`config.mk`:
```
export PLATFORM = sky130hd
export DESIGN_NAME = bit_demux_collector32
export DESIGN_NICKNAME = d
export VERILOG_FILES = /design/src/rtl/bit_demux_collector32.sv
export SDC_FILE = /design/constraint.sdc
export NUM_CORES = 1
export LEC_CHECK = 0
export ABC_AREA = 1
export BUFFER_PORTS_ARGS = -buffer_cell sky130_fd_sc_hd__buf_2
export CORE_ASPECT_RATIO = 0.8
export CORE_UTILIZATION = 34
export CTS_BUF_LIST = sky130_fd_sc_hd__clkbuf_16
export CTS_CLUSTER_DIAMETER = 100
export DETAILED_ROUTE_END_ITERATION = 12
export SYNTH_ARGS = -nofsm -noshare
export SYNTH_HDL_FRONTEND = slang
export SYNTH_SLANG_ARGS = --single-unit
```
`constraint.sdc`:
```
create_clock -name clk -period 5.2 [get_ports clk]
set_clock_uncertainty 0.1 [all_clocks]
set_input_delay 0.78 -clock clk [delete_from_list [all_inputs] [get_ports clk]]
set_output_delay 0.78 -clock clk [all_outputs]
set_load 0.005 [all_outputs]
```
`src/rtl/bit_demux_collector32.sv`:
```
// Serial-bit to 32-bit word collector: steers accepted bits into an addressed or
// sequential position and hands the assembled word off on a valid/ready port.
module bit_demux_collector32 (
  input  logic        clk,
  input  logic        rst,
  input  logic        in_valid,
  output logic        in_ready,
  input  logic        in_bit,
  input  logic [4:0]  sel,
  input  logic        mode,
  input  logic        flush,
  output logic [31:0] word_out,
  output logic        word_valid,
  input  logic        word_ready,
  output logic [5:0]  bit_count
);

  typedef enum logic {
    FILL = 1'b0,
    HOLD = 1'b1
  } state_t;

  state_t      state_q, state_d;
  logic [31:0] word_q, word_d;
  logic [31:0] mask_q, mask_d;
  logic [4:0]  ptr_q, ptr_d;
  logic [5:0]  cnt_q, cnt_d;
  logic        mode_q, mode_d;
  logic        accept;
  logic        mode_eff;

  always_comb begin
    state_d  = state_q;
    word_d   = word_q;
    mask_d   = mask_q;
    ptr_d    = ptr_q;
    cnt_d    = cnt_q;
    mode_d   = mode_q;
    accept   = 1'b0;
    mode_eff = mode_q;
    case (state_q)
      FILL: begin
        accept = in_valid;
        // An empty word takes the live mode and latches it for the rest of the word.
        if (cnt_q == 6'd0) begin
          mode_eff = mode;
          mode_d   = mode;
        end
        if (accept) begin
          if (mode_eff) begin
            word_d[ptr_q] = in_bit;
            mask_d[ptr_q] = 1'b1;
            ptr_d         = ptr_q + 5'd1;
            cnt_d         = cnt_q + 6'd1;
          end else begin
            word_d[sel] = in_bit;
            mask_d[sel] = 1'b1;
            if (!mask_q[sel]) begin
              cnt_d = cnt_q + 6'd1;
            end
          end
        end
        if ((cnt_d == 6'd32) || (flush && ((cnt_q != 6'd0) || accept))) begin
          state_d = HOLD;
        end
      end
      HOLD: begin
        if (word_ready) begin
          state_d = FILL;
          word_d  = 32'd0;
          mask_d  = 32'd0;
          ptr_d   = 5'd0;
          cnt_d   = 6'd0;
        end
      end
      default: state_d = FILL;
    endcase
  end

  always_ff @(posedge clk) begin
    if (rst) begin
      state_q <= FILL;
      word_q  <= 32'd0;
      mask_q  <= 32'd0;
      ptr_q   <= 5'd0;
      cnt_q   <= 6'd0;
      mode_q  <= 1'b0;
    end else begin
      state_q <= state_d;
      word_q  <= word_d;
      mask_q  <= mask_d;
      ptr_q   <= ptr_d;
      cnt_q   <= cnt_d;
      mode_q  <= mode_d;
    end
  end

  assign in_ready   = (state_q == FILL);
  assign word_valid = (state_q == HOLD);
  assign word_out   = word_q;
  assign bit_count  = cnt_q;

endmodule

```
==> results.yml, run 1 <==
outcome:
  status: "finished, final reports clean"
critical_path:
  worst_r2r_path_depth: 8
  cp-end-kind: "register"
  timing_worst_setup_path_type: "reg2reg"
  setup.worst_path.start_class: "register"
  r2r-end: "word_out[21]$_SDFFE_PP0P_"
  timing.critical_path.required_ps: 5360
  ff2ff_setup_slack_ps: 2510
  critPathMaxFanout: 26
  worst_ep_arrival_time_ps: 2840
  worst_r2r_startpoint: "word_valid$_SDFF_PP0_"
floorplan:
  start_util: 0.3493
  floorplan.die.height_microns: 96.42
  top_level_ports: 52
  std_cell_rows: 34
  die_width_microns: 120.0
  die_area_sq_um: 11570
  core_area_sq_um: 10850
drt:
  first_iter_violations: 237
  detailroute.via_count: 3806
  drt_pass1_iterations: 5
  wl_per_cell_microns: 13.43
  postRouteWirelength_mm: 10.30
  route.detailed.vias_per_inst: 4.962
  postRouteAntennaNets: 0
  post-route-drc-count: 0
global_route:
  grt_start_max_net_pins: 34
  first_global_vias: 3490
  remaining_global_route_overflow: 0
  antenna_violations_before_repair: 0
  gr-usage-all-layers: 0.1870
  grt_pass1_wl_mm: 16.86
clocking:
  tritoncts: "yes"
  number_of_buffers_inserted_to_repair_setup_after_cts: 0
  num_cts_buffers: 9
  clock_latency_ps: 330
  clock_tree.htree_level_count: 3
  cts_max_path_buffers: 2
  numClockSinks: 77
  number_of_hold_repair_buffers_added_at_the_cts_stage: 0
  clkSlewWorstSetupHoldPaths_ps: 60
  root_buffer: "clkbuf_16"
  post_cts_resize_count: 0
power_and_ir_drop:
  power.combinational.fraction: 0.126
  internal-power_w: 0.0009623
  powerDensity_nw_per_um2: 300.8
  p_leak_nw: 1.850
  switching_power_w: 0.0003620
  seq_power_share: 0.467
  power_switching_share: 0.2734
  clock_power_share: 0.407
  total_power_w: 0.001324
  ir_drop_worst_case_vdd_uv: 172.4
sta:
  fmax_mhz: 372.4
  worst_pin_slew_ps: 680.4
  fin_crit_ps: 2685
  final-hold-violation-count: 0
  final.hold.worst_slack_ps: 349.5
  accumulated_negative_setup_slack_ps: 0
  maxSlewHeadroom: 0.5422
  grt_setup_unrepaired: "no"
  final-max-slew-violation-count: 0
  final.period_utilization: 0.5164
  finalSetupViolations: 0
placement:
  detailed_place.area_sq_um: 4153
  hpwl_mm: 7.395
  finalWeightedCongestion: 0.9481
  numPortBuffers: 51
layout:
  post-route-cell-area_sq_um: 4403
  layout.core_utilization: 0.4059
  n_antenna_cell: 0
  layout-drive-gt1-share: 0.1091
  areaGrowthSynthToFinish_pct: 16.22
  layout.nets: 637
synth:
  ys_seq_elements: 77
  net_count_after_synthesis: 594
  synth_area_per_cell_sq_um: 6.577
  synth_seq_area_share: 0.4069
  synth_warnings: 0
  synth_area_sq_um: 3789
  synth.distinct_cells: 27
  netlist_instances: 576
worst_hold_path:
  min-delay-start: "mask_q[30]$_SDFFE_PP0P_"
  min_path_cells: 2
  min_delay_worst_endpoint: "mask_q[30]$_SDFFE_PP0P_"
  hp-class: "reg2reg"
job:
  number_of_max_cap_violations: 0
==> layout make-up <==
cell class                 instances  area [sq um]
fill                            1183          6445
multi-input combinational        402          1868
sequential                        77          1541
timing repair buffer              55         285.3
inverter                          74         277.8
clock buffer                       9         225.2
tap                              144         180.2
clock inverter                     6         25.02
==> stage by stage <==
step	setup slack, ps	instances
6_report	2515	767
2_1_floorplan	3028	576
3_3_place_gp	2334	752
3_5_place_dp	2284	752
5_1_grt	2193	767
4_1_cts	2500	767
==> worst max-delay path by stage <==
| stage | startpoint | endpoint | slack [ps] |
|---|---|---|---|
| 2_1_floorplan | sel[0] | word_valid$_SDFF_PP0_ | 3030 |
| 3_3_place_gp | rst | mask_q[14]$_SDFFE_PP0P_ | 2330 |
| 3_5_place_dp | rst | mask_q[3]$_SDFFE_PP0P_ | 2280 |
| 4_1_cts | word_valid$_SDFF_PP0_ | word_out[21]$_SDFFE_PP0P_ | 2500 |
| 5_1_grt | word_valid$_SDFF_PP0_ | word_out[18]$_SDFFE_PP0P_ | 2190 |
| 6_report | word_valid$_SDFF_PP0_ | word_out[21]$_SDFFE_PP0P_ | 2510 |
==> logic make-up (layout without fill, tap and decap cells) <==
family          Yosys count  count (layout)  share of synthesized area
compound gates          125             125                     0.1803
buf+inv                  97             144                     0.1001
flops                    77              77                     0.4069
simple gates            271             271                     0.2929
fa+ha+maj                 6               6                    0.01981
==> flip-flops by register name (all words and copies together), names as in the netlist <==
signal      count
bit_count       6
mask_q         32
mode_q          1
ptr_q           5
word_out       32
word_valid      1
==> Yosys cell counts (all sizes together) <==
cell,number,area share
ha,6,0.020
nand3b,1,0.0020
nor2,50,0.050
nor3b,1,0.0020
o32ai,1,0.0023
nand4,5,0.0083
o21ai,27,0.037
and2,1,0.0017
nand3,17,0.022
a21oi,61,0.081
clkinv,2,0.0020
buf,6,0.0099
o211ai,1,0.0020
clkbuf,17,0.017
o22ai,32,0.053
dfxtp,77,0.41
a22oi,1,0.0020
nor4,1,0.0017
nor3,37,0.049
a211oi,2,0.0040
nand2,158,0.16
inv,72,0.071
==> worst max-delay path, stage by stage (launching register included) <==
cell and delay (ps):
dfxtp_1 370, inv_1 360, nor2_1 230, a21oi_1 170, buf_4 270, clkinv_1 550, nor2_1 350, a21oi_1 60
nor3_1 130
==> per-layer routing <==
layer / global-route usage / vias to the layer above / share of wire
li1: - / 1974 / -
met1: 0.2468 / 1701 / 0.48
met2: 0.3022 / 117 / 0.44
met3: 0.04049 / 14 / 0.066
met4: 0.06771 / 0 / 0.013
met5: 0 / - / 0
==> power groups by stage <==
stage / sequential [W] / combinational [W] / clock [W]
6_report: 0.000619 / 0.000166 / 0.000539
5_1_grt: 0.000621 / 0.000190 / 0.000577
4_1_cts: 0.000619 / 0.000167 / 0.000557
3_5_place_dp: 0.000631 / 0.000166 / 0
3_3_place_gp: 0.000631 / 0.000163 / 0
2_1_floorplan: 0.000629 / 0.000113 / 0
==> placed cells by master (no fill, tap or decap), types with 2 or more instances in the layout <==
master	Yosys	final
nand2_1	158	158
dfxtp_1	77	77
inv_1	71	74
a21oi_1	61	61
buf_2	3	51
nor2_1	50	50
nor3_1	37	37
o22ai_1	32	32
o21ai_0	26	26
nand3_1	17	17
clkbuf_16	0	9
ha_1	6	6
nand4_1	5	5
buf_4	1	4
clkinv_1	2	3
a211oi_1	2	2
clkinv_2	0	2
No activity file was read; power rests on OpenSTA's default activity.
==> run 2, diff against run 1 <==
==> constraint.sdc (replaced) <==
create_clock -name clk -period 2.7 [get_ports clk]
set_clock_uncertainty 0.1 [all_clocks]
set_input_delay 0.405 -clock clk [delete_from_list [all_inputs] [get_ports clk]]
set_output_delay 0.405 -clock clk [all_outputs]
set_load 0.005 [all_outputs]
==> run 2 against run 1 <==
Cell count up 1.3%. Sequential power up 92%. Final area up 3.1%. Global-route usage up 1.3 points. Maximum frequency up 16%. Clock power up 140%.
==> results.yml, run 2 (synthesis gave the netlist of run 1 again) <==
outcome:
  status: "finished, final reports clean"
global_route:
  antenna_violations_before_repair: 0
  remaining_global_route_overflow: 0
  grt_pass1_wl_mm: 17.97
  first_global_vias: 3593
  gr-usage-all-layers: 0.1996
  grt_start_max_net_pins: 35
layout:
  multi_input_area_sq_um: 1868
  regArea_sq_um: 1541
  areaGrowthSynthToFinish_pct: 19.85
  most_common_library_cell_in_the_layout_ignoring_fill_and_taps: "nand2_1"
  most_frequent_cells_in_the_layout: "nand2_1 (158), dfxtp_1 (77), inv_1 (71)"
  post-route-cell-area_sq_um: 4541
  layout-drive-gt1-share: 0.1295
  layout.filler_cells: 1188
  final-instance-count-excl-fill: 777
  layout.nets: 647
  n_antenna_cell: 0
floorplan:
  die_area_sq_um: 11570
  start_util: 0.3493
  floorplan.die.height_microns: 96.42
  core_area_sq_um: 10850
  top_level_ports: 52
  std_cell_rows: 34
  die_width_microns: 120.0
drt:
  detailroute.via_count: 3805
  drt_pass1_iterations: 4
  postRouteAntennaNets: 0
  post-route-drc-count: 0
  route.detailed.vias_per_inst: 4.897
  wl_per_cell_microns: 13.90
  first_iter_violations: 173
  postRouteWirelength_mm: 10.80
sta:
  final.hold.worst_slack_ps: 346.4
  post-route-worst-setup-slack_ps: 386.7
  accumulated_negative_setup_slack_ps: 0
  final-max-slew-violation-count: 0
  final.period_utilization: 0.8568
  grt_setup_unrepaired: "no"
  final-hold-violation-count: 0
  maxSlewHeadroom: 0.5227
  finalSetupViolations: 0
  worst_pin_slew_ps: 709.5
  fmax_mhz: 432.3
  fin_crit_ps: 2313
critical_path:
  timing.critical_path.required_ps: 2870
  path_common_cell: "a21oi_1"
  crit_path_max_incr_delay_ps: 570
  worst_ep_arrival_time_ps: 2480
  kind_of_cell_with_the_highest_combined_delay_on_the_critical_path: "buffers and inverters"
  timing_worst_setup_path_type: "reg2reg"
  cp-end-kind: "register"
  critPathMaxFanout: 26
  setup.worst_path.start_class: "register"
  cp.buffers_inverters: 3
  slowest_stage: "clkinv_1"
  worstPathCellList: "inv_1 -> buf_4 -> a21oi_1 -> clkinv_1 -> nor2_1 -> a21oi_1 -> nor3_1"
clocking:
  root_buffer: "clkbuf_16"
  post_cts_resize_count: 0
  clock_tree.htree_level_count: 3
  number_of_buffers_inserted_to_repair_setup_after_cts: 0
  cts_max_path_buffers: 2
  number_of_hold_repair_buffers_added_at_the_cts_stage: 0
  tritoncts: "yes"
  clock_latency_ps: 340
  numClockSinks: 77
  clkSlewWorstSetupHoldPaths_ps: 60
  num_cts_buffers: 9
placement:
  hpwl_mm: 7.815
  place_worst_setup_slack_ps: 88.79
  numPortBuffers: 51
  placed_cells: 762
  detailed_place.area_sq_um: 4228
  finalWeightedCongestion: 0.8601
power_and_ir_drop:
  ir_drop_worst_case_vdd_uv: 355.0
  powerDensity_nw_per_um2: 620.2
  p_leak_nw: 1.916
job:
  number_of_max_cap_violations: 0
worst_hold_path:
  hp-class: "in2reg"
run 2: worst min-delay path, cell delays in order:
cell     delay, ps
buf_2          100
o21ai_0         50
and2_1         120
a21oi_1         60
run 2: final timing paths:
path / from / to / slack, ps / cells past startpoint
max: word_valid$_SDFF_PP0_ / word_out[15]$_SDFFE_PP0P_ / 390 / 7
min reg2reg: mask_q[30]$_SDFFE_PP0P_ / mask_q[30]$_SDFFE_PP0P_ / 350 / 2
min: flush / word_valid$_SDFF_PP0_ / 350 / 4
max reg2reg: word_valid$_SDFF_PP0_ / word_out[15]$_SDFFE_PP0P_ / 390 / 7
run 2: power breakdown:
part / internal, W / leakage, nW / switching, W
clock network: 0.000805 / 0.156 / 0.000481
logic: 0.000101 / 1.14 / 0.000241
registers: 0.00117 / 0.622 / 0.0000206
total: 0.00207 / 1.92 / 0.000742
run 2: metal layers:
| metal | vias up | track usage | wire [microns] |
|---|---|---|---|
| met1 | 1733 | 0.2654 | 5409 |
| met2 | 68 | 0.3261 | 4739 |
| met5 | - | 0 | 0 |
| met4 | 0 | 0.05521 | 106 |
| met3 | 10 | 0.04460 | 546 |
| li1 | 1994 | - | - |
run 2: per-stage QoR:
stage | utilization | total power [W]
2_1_floorplan | - | 0.001430
3_3_place_gp | 0.3897 | 0.001550
3_5_place_dp | 0.3897 | 0.001553
4_1_cts | 0.4186 | 0.002843
5_1_grt | 0.4186 | 0.002940
6_report | 0.4186 | 0.002816
run 2: final cells by class:
| type | instances | share of cell area |
|---|---|---|
| repair buffers | 65 | 0.07936 |
| well taps | 144 | 0.03968 |
| clock inverters | 6 | 0.01929 |
| clock buffers | 9 | 0.04960 |
| flip-flops and latches | 77 | 0.3395 |
| inverters | 74 | 0.06117 |
| multi-input cells | 402 | 0.4114 |
